--- config.mk ---
export PLATFORM = sky130hd
export DESIGN_NAME = fetch_unit_flat
export DESIGN_NICKNAME = d
export VERILOG_FILES = /design/src/rtl/fetch_unit_if.sv /design/src/rtl/fetch_unit.sv /design/src/flat_wrapper.sv
export SDC_FILE = /design/constraint.sdc
export NUM_CORES = 1
export LEC_CHECK = 0
export BUFFER_PORTS_ARGS = -buffer_cell sky130_fd_sc_hd__buf_2
export CAP_MARGIN = 20
export CORE_MARGIN = 4
export CORE_UTILIZATION = 48
export CTS_BUF_LIST = sky130_fd_sc_hd__clkbuf_4 sky130_fd_sc_hd__clkbuf_8
export DETAILED_ROUTE_END_ITERATION = 6
export GPL_TIMING_DRIVEN = 0
export PLACE_DENSITY = 0.91
export SLEW_MARGIN = 10
export SYNTH_ARGS = -nofsm -noshare
export SYNTH_HDL_FRONTEND = slang
export SYNTH_SLANG_ARGS = --single-unit
--- constraint.sdc ---
create_clock -name clk -period 2.2 [get_ports clk]
set_input_delay 0.11 -clock clk [delete_from_list [all_inputs] [get_ports clk]]
set_output_delay 0.11 -clock clk [all_outputs]
set_load 0.02 [all_outputs]
--- src/rtl/fetch_unit_if.sv ---
// fetch_unit_if: bus bundle between the fetch stage, instruction memory,
// decode and execute.
//   imem_addr   - fetch address to instruction memory (combinational read)
//   imem_data   - instruction returned for imem_addr in the same cycle
//   out_valid   - IF/ID register holds a valid instruction
//   out_ready   - decode accepts the instruction this cycle
//   out_instr   - fetched instruction
//   out_pc      - address of out_instr
//   redirect    - execute-stage control-flow change
//   redirect_pc - new fetch address when redirect=1
//   halted      - fetch stopped at end of program
// Modport master is the fetch unit; slave is everything around it.
interface fetch_unit_if #(
  parameter int ADDR_W  = 8,
  parameter int INSTR_W = 8
);
  logic [ADDR_W-1:0]  imem_addr;
  logic [INSTR_W-1:0] imem_data;
  logic               out_valid;
  logic               out_ready;
  logic [INSTR_W-1:0] out_instr;
  logic [ADDR_W-1:0]  out_pc;
  logic               redirect;
  logic [ADDR_W-1:0]  redirect_pc;
  logic               halted;

  modport master (
    output imem_addr,
    input  imem_data,
    output out_valid,
    input  out_ready,
    output out_instr,
    output out_pc,
    input  redirect,
    input  redirect_pc,
    output halted
  );

  modport slave (
    input  imem_addr,
    output imem_data,
    input  out_valid,
    output out_ready,
    input  out_instr,
    input  out_pc,
    output redirect,
    output redirect_pc,
    input  halted
  );
endinterface

--- src/rtl/fetch_unit.sv ---
// fetch_unit: instruction-fetch stage of the 8-bit lab CPU.
// Owns the PC, drives the instruction-memory address, captures the read data
// into an IF/ID register and hands it to decode with valid/ready. Execute can
// redirect the PC; fetch halts once the PC leaves the program.
// Ports:
//   clk   - single clock
//   reset - synchronous, active-high
//   bus   - fetch_unit_if.master (memory, IF/ID handshake, redirect, halted)
// Optional build macro FETCH_JUMP_EN: instructions with bits [7:6]=2'b11 are
// treated as relative jumps at fetch time (next_pc = pc+1+sext(bits[5:0])).
//
// state | meaning
// ------+------------------------------------------------
// RUN   | fetching one instruction per cycle when allowed
// HALT  | end of program reached; halted=1, no fetch
module fetch_unit #(
  parameter int ADDR_W   = 8,
  parameter int INSTR_W  = 8,
  parameter int RESET_PC = 0,
  parameter int PROG_LEN = 32
) (
  input  logic              clk,
  input  logic              reset,
  fetch_unit_if.master      bus
);

  typedef enum logic {RUN, HALT} state_t;

  localparam logic [ADDR_W:0]   PROG_END = (ADDR_W+1)'(PROG_LEN);
  localparam logic [ADDR_W-1:0] PC_INIT  = ADDR_W'(RESET_PC);

  state_t             state;
  logic [ADDR_W-1:0]  pc;
  logic [ADDR_W-1:0]  next_pc;
  logic               pc_in_prog;
  logic               slot_free;

  assign bus.imem_addr = pc;

  // Extra bit so PROG_LEN = 2^ADDR_W still compares correctly.
  assign pc_in_prog = ({1'b0, pc} < PROG_END);

  // IF/ID register can take a new instruction this cycle.
  assign slot_free = !bus.out_valid || bus.out_ready;

`ifdef FETCH_JUMP_EN
  logic [ADDR_W-1:0] jump_off;
  logic              is_jump;

  assign is_jump  = (bus.imem_data[7:6] == 2'b11);
  assign jump_off = {{(ADDR_W-6){bus.imem_data[5]}}, bus.imem_data[5:0]};

  always_comb begin
    next_pc = pc + ADDR_W'(1);
    if (is_jump)
      next_pc = pc + ADDR_W'(1) + jump_off;
  end
`else
  always_comb begin
    next_pc = pc + ADDR_W'(1);
  end
`endif

  always_ff @(posedge clk) begin
    if (reset) begin
      state         <= RUN;
      pc            <= PC_INIT;
      bus.out_valid <= 1'b0;
      bus.out_instr <= '0;
      bus.out_pc    <= '0;
      bus.halted    <= 1'b0;
    end else if (bus.redirect) begin
      // The held instruction is younger than the redirecting one: drop it.
      state         <= RUN;
      pc            <= bus.redirect_pc;
      bus.out_valid <= 1'b0;
      bus.halted    <= 1'b0;
    end else begin
      case (state)
        RUN: begin
          if (slot_free) begin
            if (pc_in_prog) begin
              bus.out_instr <= bus.imem_data;
              bus.out_pc    <= pc;
              bus.out_valid <= 1'b1;
              pc            <= next_pc;
            end else begin
              state      <= HALT;
              bus.halted <= 1'b1;
              if (bus.out_ready)
                bus.out_valid <= 1'b0;
            end
          end
        end
        HALT: begin
          if (bus.out_ready)
            bus.out_valid <= 1'b0;
        end
        default: begin
          state <= RUN;
        end
      endcase
    end
  end

endmodule

--- src/flat_wrapper.sv ---
// flat-port wrapper written by rule: the top's interface ports become plain ports
module fetch_unit_flat 
#(
  parameter int ADDR_W   = 8,
  parameter int INSTR_W  = 8,
  parameter int RESET_PC = 0,
  parameter int PROG_LEN = 32
)
  (clk, reset, bus_imem_addr, bus_imem_data, bus_out_valid, bus_out_ready, bus_out_instr, bus_out_pc, bus_redirect, bus_redirect_pc, bus_halted);
  fetch_unit_if #(.ADDR_W(ADDR_W), .INSTR_W(INSTR_W)) bus_i ();
  input  logic clk;
  input  logic reset;
  output wire logic [$bits(bus_i.imem_addr)-1:0] bus_imem_addr;
  input wire logic [$bits(bus_i.imem_data)-1:0] bus_imem_data;
  output wire logic [$bits(bus_i.out_valid)-1:0] bus_out_valid;
  input wire logic [$bits(bus_i.out_ready)-1:0] bus_out_ready;
  output wire logic [$bits(bus_i.out_instr)-1:0] bus_out_instr;
  output wire logic [$bits(bus_i.out_pc)-1:0] bus_out_pc;
  input wire logic [$bits(bus_i.redirect)-1:0] bus_redirect;
  input wire logic [$bits(bus_i.redirect_pc)-1:0] bus_redirect_pc;
  output wire logic [$bits(bus_i.halted)-1:0] bus_halted;
  assign bus_imem_addr = bus_i.imem_addr;
  assign bus_i.imem_data = bus_imem_data;
  assign bus_out_valid = bus_i.out_valid;
  assign bus_i.out_ready = bus_out_ready;
  assign bus_out_instr = bus_i.out_instr;
  assign bus_out_pc = bus_i.out_pc;
  assign bus_i.redirect = bus_redirect;
  assign bus_i.redirect_pc = bus_redirect_pc;
  assign bus_halted = bus_i.halted;
  fetch_unit #(.ADDR_W(ADDR_W), .INSTR_W(INSTR_W), .RESET_PC(RESET_PC), .PROG_LEN(PROG_LEN)) u_core (.clk(clk), .reset(reset), .bus(bus_i));
endmodule
==> results.txt <==
----------------------------------------------------
[Status]
  Result of the run ... finished, final reports clean

[Placement]
  Instance area at placement ... between 1000 and 1500 µm²
  PortBufs ... between 40 and 50
  Placer's final routability congestion estimate ... roughly 0.81
  Dpl ws ... 0.1137 ns
  Post-DP HPWL ... 1809 µm
  DP Cell Count ... about 180

[Timing]
  Worst slew slack as a fraction of its limit ... about 66%
  Slew at the pin closest to its max-slew limit ... roughly 0.51 ns
  Setup violators final ... 0
  Clock tree skew after final layout ... around 0.00090 ns
  Summed negative setup slack over all endpoints ... 0 ns
  Shortest period the worst path allows ... approximately 1.9 ns
  Setup repair after global routing missed its margin ... false
  Worst Setup Slack, final ... between 0.3 and 0.4 ns
  Max Transition Viols Final ... 0
  Hold Fails Final Rpt ... 0
  Share of the cycle needed by the critical path after routing ... a little over four fifths
  Max Freq ... roughly 540 MHz

[Synthesis]
  Cell type with the largest total area after synthesis ... sky130_fd_sc_hd__dfxtp_1
  Seq cells post-synth ... 27
  Yosys warnings ... 0
  Synth unique cells ... 26
  Synth top area share ... roughly 50%
  Part of the Yosys area used for sequential elements ... between 50 and 60%
  Share of synthesized flip-flops with an asynchronous set or reset ... 0%
  Top area cells in the synthesized netlist ... sky130_fd_sc_hd__dfxtp_1 (51%), sky130_fd_sc_hd__mux2i_1 (16%), sky130_fd_sc_hd__nor2_1 (7.7%)
  Most common flop cell mapped by yosys ... sky130_fd_sc_hd__dfxtp_1
  Number of flops mapped to enable cells by yosys ... 0
  Post-Synthesis Cell Area ... 1070 µm²
  Cell count after synthesis ... 108
  Post-synth top cells ... sky130_fd_sc_hd__dfxtp_1 (27), sky130_fd_sc_hd__nor2_1 (22), sky130_fd_sc_hd__mux2i_1 (17)
  Cell with the most instances after synthesis ... sky130_fd_sc_hd__dfxtp_1
  Mean cell area of the mapped netlist ... between 9 and 10 µm²
  Synthesized net count ... 129

[Power and ir drop]
  Part of the total power dissipated in sequential elements ... 56.5%
  Switching power as a share of total power ... a little over a quarter
  Cell-internal power ... slightly below 700 µW
  Portion of total power attributed to combinational logic ... a little over a fifth
  Reported leakage power ... 0.6580 nW
  Part of the power in the clock network ... a little over a fifth
  Power density over the cells ... 677.8 nW/µm²
  Switch Pwr ... 260.6 µW
  Worst IR drop on VDD ... between 0.0005 and 0.0006 V

[Clocking]
  Clock insertion delay at the later pin of the skew report ... ~0.3 ns
  Sink count of the clock tree ... 27
  Clock root cell ... sky130_fd_sc_hd__clkbuf_4
  TritonCTS buffer count ... 3
  CTS tree ... done
  Clock input transition at the sequential cells of the worst setup and hold paths ... 0.12 ns
  Deepest level of the CTS H-tree ... 1
  Worst-case clock buffer depth ... 2

[Route]
  Detailed router's first-iteration violation count ... 6
  Post-DRT Antenna Nets ... 0
  Final routed DRC violation total ... 0
  Overall routed net length ... approximately 2300 µm
  Wire length per cell ... approximately 12 µm
  Router iterations before antenna repair ... 4
  Via count ... 956
  Via-per-instance ratio ... just over 5

[Setup path]
  Critical Path End ... u_core.bus.out_instr[3]
  Reg2Reg Setup Slack ... 0.34 ns
  Cells traversed along the worst timing path ... or3_1 > buf_2 > nor4_4 > buf_4 > buf_6 > mux2i_1 > nor2_1
  Maximum net fanout on the critical path ... 10
  Critical register-to-register path endpoint ... u_core.bus.out_instr[3]
  Critical Path Max Stage Delay ... 0.35 ns
  Timing startpoint of the critical path ... u_core.bus.imem_addr[7]
  Cell with the biggest individual delay on the critical path ... sky130_fd_sc_hd__or3_1
  Worst Path Class, Setup ... reg -> reg
  Launching point of the worst reg2reg path ... u_core.bus.imem_addr[7]
  Worst r2r path cells ... 7
  Required time reported for the critical path endpoint ... about 2.4 ns
  Startpoint types ... register
  Category of the worst setup path capture point ... register
  Data arrival time of the critical path ... 2.06 ns

[Floorplanning]
  Overall die area ... 3048 µm²
  Starting density of the core ... between 50% and 60%
  Number of primary I/O pins ... 46
  Row count ... 16
  Core region area ... roughly 2000 µm²
  Die height ... 55.21 µm
  Chip Width ... 55.21 µm

[Finish]
  Post-layout utilization of the core ... ~70%
  Ratio of cells with drive above 1 in the final layout ... 36.20%
  Layout filler cell count ... around 160
  Footprint of the multi-input gates ... about 490 µm²
  Final standard cell count with taps included and fillers excluded ... between 150 and 200
  Post-layout nets ... roughly 190
  ANT cells ... 0
  Register area ... roughly 540 µm²
  Post-synthesis to final-layout area growth ... 31.46%
  Area of all placed cells without fillers ... 1406 µm²

[Hold path]
  Hold Path Class ... in -> reg

[Run]
  Number of violations of the max-capacitance limit ... 0

[Global routing]
  Largest net degree at the start of global routing ... 15
  Number of antenna violations at the first check in global routing ... 0
  GRT Overall Usage ... 14.98%
  Via count of the first global-routing pass ... 936
  Aggregate global routing overflow ... 0
  Wire length of the first global-routing pass ... 3808 µm

----------------------------------------------------
[cell usage in the layout (no fill, tap or decap)]
cell                        instances
sky130_fd_sc_hd__a21oi_1            4
sky130_fd_sc_hd__clkbuf_4           4
sky130_fd_sc_hd__a2111oi_0          2
sky130_fd_sc_hd__a31oi_1            1
sky130_fd_sc_hd__clkbuf_1           3
sky130_fd_sc_hd__buf_2             45
sky130_fd_sc_hd__nand3_1            1
sky130_fd_sc_hd__buf_4              7
sky130_fd_sc_hd__nand2_1            2
sky130_fd_sc_hd__nor3_2             1
sky130_fd_sc_hd__mux2i_1           17
sky130_fd_sc_hd__a211oi_1           5
sky130_fd_sc_hd__nor4_1             1
sky130_fd_sc_hd__or3_1              1
sky130_fd_sc_hd__and4_1             1
sky130_fd_sc_hd__nor3_1             5
sky130_fd_sc_hd__nand2b_1           2
sky130_fd_sc_hd__nor3b_1            3
sky130_fd_sc_hd__xnor2_1            1
sky130_fd_sc_hd__ha_1               1
sky130_fd_sc_hd__buf_6              1
sky130_fd_sc_hd__clkinv_1           1
sky130_fd_sc_hd__dfxtp_1           27
sky130_fd_sc_hd__nor2b_1            1
sky130_fd_sc_hd__buf_1              1
sky130_fd_sc_hd__inv_1              2
sky130_fd_sc_hd__nor4_4             1
sky130_fd_sc_hd__nor2_1            22
[how the worst min path moves through the flow]
stage	from	to	slack, ns	cells past startpoint
global route	bus_imem_data[3]	u_core.bus.out_instr[3]	0.04	3
floorplan	bus_imem_data[1]	u_core.bus.out_instr[1]	0.26	2
CTS	bus_imem_data[1]	u_core.bus.out_instr[1]	0.02	3
global placement	bus_imem_data[3]	u_core.bus.out_instr[3]	0.34	3
finish	bus_imem_data[0]	u_core.bus.out_instr[0]	0.03	3
detailed placement	bus_redirect_pc[7]	u_core.bus.imem_addr[7]	0.36	3
[critical path: cells and delay by family, from the launching register on]
kind	cells	cell delay, ns
flops	1	0.34
mux	1	0.21
buf+inv	3	0.54
simple gates	3	0.66
[through the flow]
stage | power [mW] | hold slack [ns]
6_report | 0.9532 | 0.03138
5_1_grt | 1.004 | 0.03588
4_1_cts | 0.9495 | 0.02124
3_5_place_dp | 0.7384 | 0.3550
3_3_place_gp | 0.7299 | 0.3438
2_1_floorplan | 0.6746 | 0.2572
[power by group through the flow]
stage	clock network [mW]	logic [mW]	registers [mW]
finish	0.209	0.206	0.538
global route	0.239	0.222	0.543
CTS	0.221	0.190	0.539
detailed placement	0	0.189	0.549
global placement	0	0.182	0.547
floorplan	0	0.0949	0.580
[final cells by class]
cell class              instances  share of cell area (%)
clock buffers                   4                   2.135
plain buffers                   6                   2.224
repair buffers                 51                   19.40
inverters                       3                  0.8007
well taps                      27                   2.402
flip-flops and latches         27                   38.43
multi-input cells              72                   34.61
[kinds of logic (layout without fill, tap and decap cells)]
family / count (synthesis) / count (layout) / share of synthesized area [%]
AOI/OAI and AO/OA: 12 / 12 / 7.603
and+or+nand+nor: 41 / 41 / 20.00
DFF: 27 / 27 / 50.53
xor gates and xnor gates: 1 / 1 / 0.8189
adders and majority gates: 1 / 1 / 1.169
buffers and inverters: 9 / 64 / 3.976
muxes: 17 / 17 / 15.91
[sequential cells by signal, summed over array words and instances, names as in the netlist]
signal	cells
u_core.bus.halted	1
u_core.bus.imem_addr	8
u_core.bus.out_valid	1
u_core.bus.out_pc	8
u_core.bus.out_instr	8
u_core.state	1
[metal layers]
| layer | wire length, µm | track usage [%] | up-vias |
|---|---|---|---|
| met5 | 0 | 0 | - |
| met4 | 13 | 6.944 | 0 |
| met3 | 209 | 5.361 | 2 |
| met2 | 1138 | 25.34 | 31 |
| met1 | 965 | 16.64 | 434 |
| li1 | - | - | 489 |
[timing repair]
item                                    4_1_cts  5_1_grt
resized for setup                             0        0
endpoints found under the setup margin        0        1
hold buffers                                  0        0
endpoints found under the hold margin         0        0
setup buffers                                 0        7
Power figures use the tool's default switching activity.
